**config.mk**
```make
export PLATFORM = sky130hd
export DESIGN_NAME = icache_fetch_port
export DESIGN_NICKNAME = d
export VERILOG_FILES = /design/src/rtl/icache_fetch_port.sv
export SDC_FILE = /design/constraint.sdc
export NUM_CORES = 2
export LEC_CHECK = 0
export ABC_AREA = 1
export BUFFER_PORTS_ARGS = -buffer_cell sky130_fd_sc_hd__buf_4
export CORE_ASPECT_RATIO = 1.4
export CORE_UTILIZATION = 45
export DETAILED_ROUTE_END_ITERATION = 8
export GPL_TIMING_DRIVEN = 1
export PLACE_DENSITY = 0.73
export SLEW_MARGIN = 20
export SYNTH_ARGS = -nofsm -noshare
export SYNTH_HDL_FRONTEND = slang
export SYNTH_SLANG_ARGS = --single-unit
```
**constraint.sdc**
```tcl
create_clock -name clk_in -period 5.5 [get_ports clk_in]
set_clock_uncertainty 0.2 [all_clocks]
set_input_delay 0 -clock clk_in [delete_from_list [all_inputs] [get_ports clk_in]]
set_output_delay 0 -clock clk_in [all_outputs]
set_load 0.005 [all_outputs]
```
**src/rtl/icache_fetch_port.sv**
```systemverilog
// Direct-mapped, one-word-per-line instruction cache sitting between the
// instruction fetcher and the memory controller. Hits return in one cycle;
// misses issue a single word refill. A flush during a refill still lets the
// refill land in the array but drops its delivery to the fetcher.
module icache_fetch_port #(
    parameter int unsigned INDEX_BITS    = 6,
    parameter logic [31:0] RESET_PC_HINT = 32'h0000_0000
) (
    input  logic        clk_in,
    input  logic        rst_in,
    input  logic        rdy_in,
    input  logic        _clear,
    input  logic        _fetch_valid,
    input  logic [31:0] _fetch_pc,
    output logic        _inst_ready,
    output logic [31:0] _inst_out,
    output logic        _busy,
    output logic        _mem_req,
    output logic [31:0] _mem_addr,
    input  logic        _mem_ack,
    input  logic [31:0] _mem_data
);

    localparam int unsigned LINES = 1 << INDEX_BITS;
    localparam int unsigned TAG_W = 30 - INDEX_BITS;

    typedef enum logic [1:0] {
        IDLE   = 2'd0,
        REFILL = 2'd1,
        ABORT  = 2'd2
    } state_t;

    state_t                state;
    logic [LINES-1:0]      valid;
    logic [TAG_W-1:0]      tag_mem  [LINES];
    logic [31:0]           data_mem [LINES];

    logic [INDEX_BITS-1:0] req_index;
    logic [TAG_W-1:0]      req_tag;
    logic [INDEX_BITS-1:0] fill_index;
    logic [TAG_W-1:0]      fill_tag;
    logic                  hit_c;
    logic                  fill_c;
    logic                  unused_bits;

    // Lookup fields come from the live fetch PC; refill fields come from the
    // held refill address, which doubles as the latched miss PC.
    assign req_index  = _fetch_pc[INDEX_BITS+1:2];
    assign req_tag    = _fetch_pc[31:INDEX_BITS+2];
    assign fill_index = _mem_addr[INDEX_BITS+1:2];
    assign fill_tag   = _mem_addr[31:INDEX_BITS+2];
    assign hit_c      = valid[req_index] && (tag_mem[req_index] == req_tag);
    // An ack only counts while a request is outstanding (REFILL or ABORT).
    assign fill_c     = (state != IDLE) && _mem_ack;

    // Byte-offset bits and the start-address hint carry no logic.
    assign unused_bits = ^{_fetch_pc[1:0], _mem_addr[1:0], RESET_PC_HINT};

    // Tag/data array write on a completed refill; contents need no reset.
    always_ff @(posedge clk_in) begin
        if (rst_in && rdy_in && fill_c) begin
            data_mem[fill_index] <= _mem_data;
            tag_mem[fill_index]  <= fill_tag;
        end
    end

    // Control FSM with registered outputs and valid bits.
    always_ff @(posedge clk_in) begin
        if (!rst_in) begin
            state       <= IDLE;
            valid       <= '0;
            _inst_ready <= 1'b0;
            _inst_out   <= 32'h0;
            _busy       <= 1'b0;
            _mem_req    <= 1'b0;
            _mem_addr   <= 32'h0;
        end else if (rdy_in) begin
            case (state)
                IDLE: begin
                    _inst_ready <= 1'b0;
                    if (_fetch_valid && !_clear) begin
                        if (hit_c) begin
                            _inst_ready <= 1'b1;
                            _inst_out   <= data_mem[req_index];
                        end else begin
                            state     <= REFILL;
                            _busy     <= 1'b1;
                            _mem_req  <= 1'b1;
                            _mem_addr <= {_fetch_pc[31:2], 2'b00};
                        end
                    end
                end
                REFILL: begin
                    _inst_ready <= 1'b0;
                    if (_mem_ack) begin
                        valid[fill_index] <= 1'b1;
                        state    <= IDLE;
                        _busy    <= 1'b0;
                        _mem_req <= 1'b0;
                        if (!_clear) begin
                            _inst_ready <= 1'b1;
                            _inst_out   <= _mem_data;
                        end
                    end else if (_clear) begin
                        state <= ABORT;
                    end
                end
                ABORT: begin
                    _inst_ready <= 1'b0;
                    if (_mem_ack) begin
                        valid[fill_index] <= 1'b1;
                        state    <= IDLE;
                        _busy    <= 1'b0;
                        _mem_req <= 1'b0;
                    end
                end
                default: begin
                    state       <= IDLE;
                    _inst_ready <= 1'b0;
                    _busy       <= 1'b0;
                    _mem_req    <= 1'b0;
                end
            endcase
        end
    end

endmodule

```
Yosys cells after proc, flatten, opt, wreduce, memory -nomap -nowiden
Memories as Yosys holds them, arrays and structs flattened. Index checks and enable logic that the tools add are counted. W data, S select, Z words.

Order comparisons: 3. Eq/ne operators: 11. Mux-type cells: 26. Bitwise gates (word level): 2. Reduce and logical (&&, ||, !) cells: 16.

Operator list (count): $mux W32 (4); $or A64 B64 Y64 (1); $pmux W32 S2 (1); $eq A24 B24 Y1 (1); $lt A6 B7 Y1 const B (2); $ne A2 B2 Y1 const B (6); $mux W1 (11); $mux W2 (5); $reduce_and A4 Y1 (2); $bmux W1 S6 (1); $demux W1 S6 (1); $ge A6 B1 Y1 const B (1); $logic_and A1 B1 Y1 (6); $pmux W2 S3 (1); $reduce_and A6 Y1 (1); $reduce_and A5 Y1 (1); $pmux W1 S2 (2); $reduce_bool A2 Y1 (2); $ne A3 B3 Y1 const B (1); $reduce_and A3 Y1 (1); $eq A2 B1 Y1 const B (1); $eq A2 B2 Y1 const B (1); $logic_not A2 Y1 (1); $ne A2 B1 Y1 const B (1); 3 further kinds (3).

Register bits after elaboration: 130. Memory bits (writable): 3584. Memories: 2.

Memories: data_mem (depth 64, bits a word 32, read ports 1, clocked after Yosys merged registers in 0, write ports 1, RTL line 36) `logic [31:0] data_mem [LINES];`; tag_mem (depth 64, bits a word 24, read ports 1, clocked after Yosys merged registers in 0, write ports 1, RTL line 35) `logic [TAG_W-1:0] tag_mem [LINES];`.

Longest topological paths before layout
Depth after elaboration: 6. Depth in mapped cells: 26.

Worst setup path before layout
No wires, ideal clock.

Path kind: register to register. Start point: register _mem_addr[5]. End point: memory data_mem[31][0] (enable). Library setup time: 0.538 ns. Arrival time: 5.363 ns. Data required time: 4.762 ns. Slack: -0.601 ns. Stages on the path, launching flop included: 6. Buffers on the path: 1. Cells stage by stage: dfxtp_1 -> clkbuf_1 -> clkinv_1 -> nor3_1 -> inv_1 -> nor3_1.

RTL lines: start, declared (RTL line 19) `output logic [31:0] _mem_addr,`; start signal, assigned (RTL line 89) `_mem_addr <= {_fetch_pc[31:2], 2'b00};`; end, declared (RTL line 36).

Straight into the memory's write port.

Worst setup path in the final report
Start point: input _fetch_pc[2]. End point: register _mem_addr[26].

Cells in the longest elaborated chain, start to end: 5. Elaborated cells between the ends (all ways): 7. Classes of those cells: eq/ne: 1; mux: 2; bitwise: 1; reduce/logical: 2; memory: 1.

RTL lines: start, declared (RTL line 14) `input logic [31:0] _fetch_pc,`; $mem_v2 Z64 W24 or $bmux W1 S6 (tied branches); $eq A24 B24 Y1 or $mux W1 (tied branches) (RTL line 52) `assign hit_c = valid[req_index] && (tag_mem[req_index] == req_tag);`; $logic_and A1 B1 Y1 * (RTL line 52); $not A1 Y1 (no source line) *; $reduce_and A4 Y1 (no source line) *.

Mark *: on every way between the ends. The rest lies on a longest branch, timed or not. The select of a mux whose other input is x is not followed. A chain may end at the register's enable or synchronous reset.

==> results by stage <==
Setup path:
- The biggest cell delay along the critical path is 630 ps.
- The slowest cell on the critical path is sky130_fd_sc_hd__dlygate4sd3_1.
- The critical path arrival is around 5700 ps.
- The maximum fanout count along the critical path is ~100.
- The worst setup path is launched from an input port.
- The signal on the critical path passes through dlygate4sd3_1 > buf_16 > inv_8 > buf_12 > nand2_1 > nand3_1 > nand3_1 > nand3_1 > nand3_1 > nand3_1 > nand3b_1 > nand2_1 > inv_1 > nand2_1 > nor2_1 > nand2_1 > nor2_2 > nand2_4 > nand3_2 > buf_4 > nand2_1 > a21oi_1 > dlygate4sd3_1.
- The kind of capture point of the worst setup path is a flop.
- The required arrival time at the worst endpoint is 6130 ps.
- The worst setup path is of the input port to flop kind.

STA:
- Setup repair after global routing left no endpoint under its margin.
- The final count of negative-setup-slack endpoints is 0.
- For the pin with the worst max-slew slack, the measured transition is between 1000 and 1500 ps.
- The post-layout worst setup margin is 485 ps.
- The final critical path takes up 91.2% of the cycle.
- Measured against its own limit, the worst slew margin works out to 14.1%.
- The final number of max-transition violations came to 0.
- The final critical-path required period is 5020 ps.
- For this run, the top clock speed supported by timing is 199 MHz.
- The count of endpoints failing hold in the final timing report is 0.
- For the final routed database, the setup TNS stands at 0 ps.

Placement:
- Input and output buffers added on the ports amount to 132.
- Prior to clock tree synthesis, the placed netlist has a worst setup slack of 983 ps.
- The placed instances occupy a cell area of 0.153 sq mm.
- Summed over all nets, the half-perimeter wirelength after detailed placement is approximately 210 mm.
- The congestion estimate from routability-driven global placement came to 0.833.

Global route:
- The sum of overflow across all layers after global routing is 0.
- The number of antenna violations at the first check in global routing is 22.
- The via count of the first global-routing pass is 92,500.
- Across every metal layer, demand over resource in global routing totals about a quarter.
- Entering global routing, the biggest net connects approximately 180 pins.
- The first global-routing pass estimated 631 mm of wire.

Route:
- The count of nets left with antenna violations after detail routing is 0.
- The post-detailed-routing wire length is 446 mm.
- After detailed routing, the number of vias per cell comes to 6.11.
- After the first detailed-routing iteration, the DRC count stood at ~16,000.
- In the final routed layout, each cell accounts on average for around 27 um.
- Across all layers, the routed design uses ~100k vias.
- The number of iterations in the first detailed-routing pass is 7.
- After detailed routing, the number of remaining DRC violations is 0.

Cells and area:
- Summing all multi-input logic gate instances after layout gives 0.0332 sq mm.
- For this run, the post-layout net count is 11,900.
- The cell area after layout is 0.166 sq mm.
- The count of fill cells added during filler insertion is 26,400.
- From synthesis to final layout, the design area changed by 12.3%.
- In the final layout, the share of cells above drive strength 1 is 8.31%.
- The post-route core utilization is 50.8%.
- Registers take 0.110 sq mm.

Floorplan:
- The horizontal extent of the die is 486 um.
- For this configuration, the core starts out at a cell density of 45.2%.
- The die is 679 um tall.
- The core area is 0.326 sq mm.
- The overall die area is around 0.33 sq mm.
- The top-level I/O count is 137.
- The floorplan row count is 248.

Logic synthesis:
- Counting flops and latches in the post-synthesis netlist gives 3,714.
- The sequential share of the synthesized area is 74.7%.
- The count of mapped cells out of synthesis is 11,800.
- The count of flip-flops with a built-in enable after synthesis is ~3,600.
- The async set or reset register ratio after synthesis is 0%.
- The cell type contributing the most total cell area after synthesis is sky130_fd_sc_hd__edfxtp_1.
- A synthesized cell averages around 13 sq um.
- The total of warnings raised by yosys is 0.
- In the synthesized netlist the dominant register cell turns out to be sky130_fd_sc_hd__edfxtp_1.
- Sorting the synthesized cells by how often they occur yields 3,584 x sky130_fd_sc_hd__edfxtp_1, 1,871 x sky130_fd_sc_hd__nand2_1, 1,577 x sky130_fd_sc_hd__nand3_1.
- Of the post-synthesis cell area, the dominant cell type holds 73.0%.
- The summed instance area of the synthesized netlist is 0.147 sq mm.
- By area the synthesized netlist is led by sky130_fd_sc_hd__edfxtp_1 73%, sky130_fd_sc_hd__nand3_1 5.4%, sky130_fd_sc_hd__nand2_1 4.8%, sky130_fd_sc_hd__o21ai_0 4.4%, sky130_fd_sc_hd__nor2_1 3.6%.
- Synthesis instantiated 39 different standard cells from the library.
- By instance count, the leading cell after synthesis is sky130_fd_sc_hd__edfxtp_1.

Pwr:
- Across the VDD grid, the largest voltage drop is around 0.24 mV.
- Power spread over the standard cell area amounts to 350 mW/mm^2.
- Power comes to 58.0 mW.
- For this design the static power due to leakage is 55.4 nW.

Clocking:
- The number of setup buffers added after CTS is 0.
- The cell chosen for the clock root is sky130_fd_sc_hd__clkbuf_16.
- TritonCTS built the clock tree.
- Clock-pin slew was measured on the worst setup and hold paths at ~70 ps.
- The total CTS buffers is 328.
- The clock network latency to the later pin of the worst-skew pair is around 900 ps.
- CTS built an H-tree with a depth of 5.
- Counting along the longest clock path gives a buffer depth of 4.
- The count of hold-fix buffers inserted at cts is 144.
- Clock tree synthesis found a total of 3,714 sinks.
- The post-CTS resize count is 0.

Flow run:
- Across the run, the number of max-cap violations was 0.

Outcome:
- The run finished with clean final reports.

Hold path:
- The worst hold path class is input port to flop.
[state kept, by name, indices dropped and copies added (netlist names)]
name,cells
data_mem,2048
tag_mem,1536
valid,64
_inst_out,32
_mem_addr,30
state,2
_inst_ready,1
_mem_req,1
[worst paths after layout]
check                  startpoint              end  slack (ps)  cells after the start
setup / recovery     _fetch_pc[2]    _mem_addr[26]         480                     23
hold / removal       _mem_data[1]  data_mem[45][1]          10                      2
setup reg to reg  tag_mem[39][21]    _mem_addr[26]        1000                     19
hold reg to reg         valid[23]        valid[23]         250                      2
[worst max-delay path: cells and delay by family]
kind                   cells  cell delay [ps]
AO/OA/AOI/OAI              1              180
buffers and inverters      7             2650
AND/OR/NAND/NOR           15             2670
[placed cells by master, fill, tap and decap left out, drive strengths merged, types with 9 or more instances in the layout]
cell and instances:
o311ai 9, o32ai 21, nand3 1578, o211ai 24
clkinv 138, nand2 1874, nand3b 10, dlygate4sd3 137
bufinv 39, a31oi 62, diode 9, clkbuf 388
dfxtp 130, edfxtp 3584, nor2 1426, a21oi 87
clkinvlp 12, buf 405, inv 103, o21ai 1291
o22ai 515, nor3 80, o221ai 83, nand4 26
[power by group]
part           internal [mW]  switching (mW)  leakage (nW)  total, mW
sequential              31.0           0.157          35.2       31.1
combinational          0.982            2.59          15.0       3.57
clock                   13.1            10.1          5.26       23.2
total                   45.1            12.9          55.4       58.0
[kinds of logic after synthesis]
group / after synthesis / synth area share [%]
flip-flops: 3714 / 74.7
other: 1 / 0.00254
adder cells (fa/ha/maj): 3 / 0.0255
buffers and inverters: 950 / 3.01
multiplexers: 2 / 0.0153
AO/OA/AOI/OAI: 2104 / 7.99
XOR/XNOR: 2 / 0.0119
AND/OR/NAND/NOR: 4994 / 14.2
[per-stage QoR]
stage / std cells / hold WS, ps
after global placement: 15700 / 108
after global routing: 16400 / 37.8
final: 16400 / 10.5
after detailed placement: 15700 / 116
after CTS: 16400 / 5.72
after floorplan: 11800 / -101
[routing by layer]
metal | wire [um] | GRT usage [%] | up-vias | share of wire (%)
li1 | - | - | 43100 | -
met1 | 154000 | 33.4 | 48700 | 35
met2 | 207000 | 42.0 | 7207 | 46
met3 | 56700 | 5.11 | 1448 | 13
met4 | 28600 | 15.0 | 10 | 6.4
met5 | 69 | 0 | - | 0.015
[area by class of cell]
type,count,share of cell area [%]
Clock buffer,387,5.23
Antenna cell,9,0.0136
Multi-Input combinational cell,7107,20.0
Inverter,95,0.241
Timing Repair Buffer,543,3.36
Sequential cell,3714,66.6
Tap cell,4375,3.30
Clock inverter,197,1.23
(Power assumes the default switching activity.)
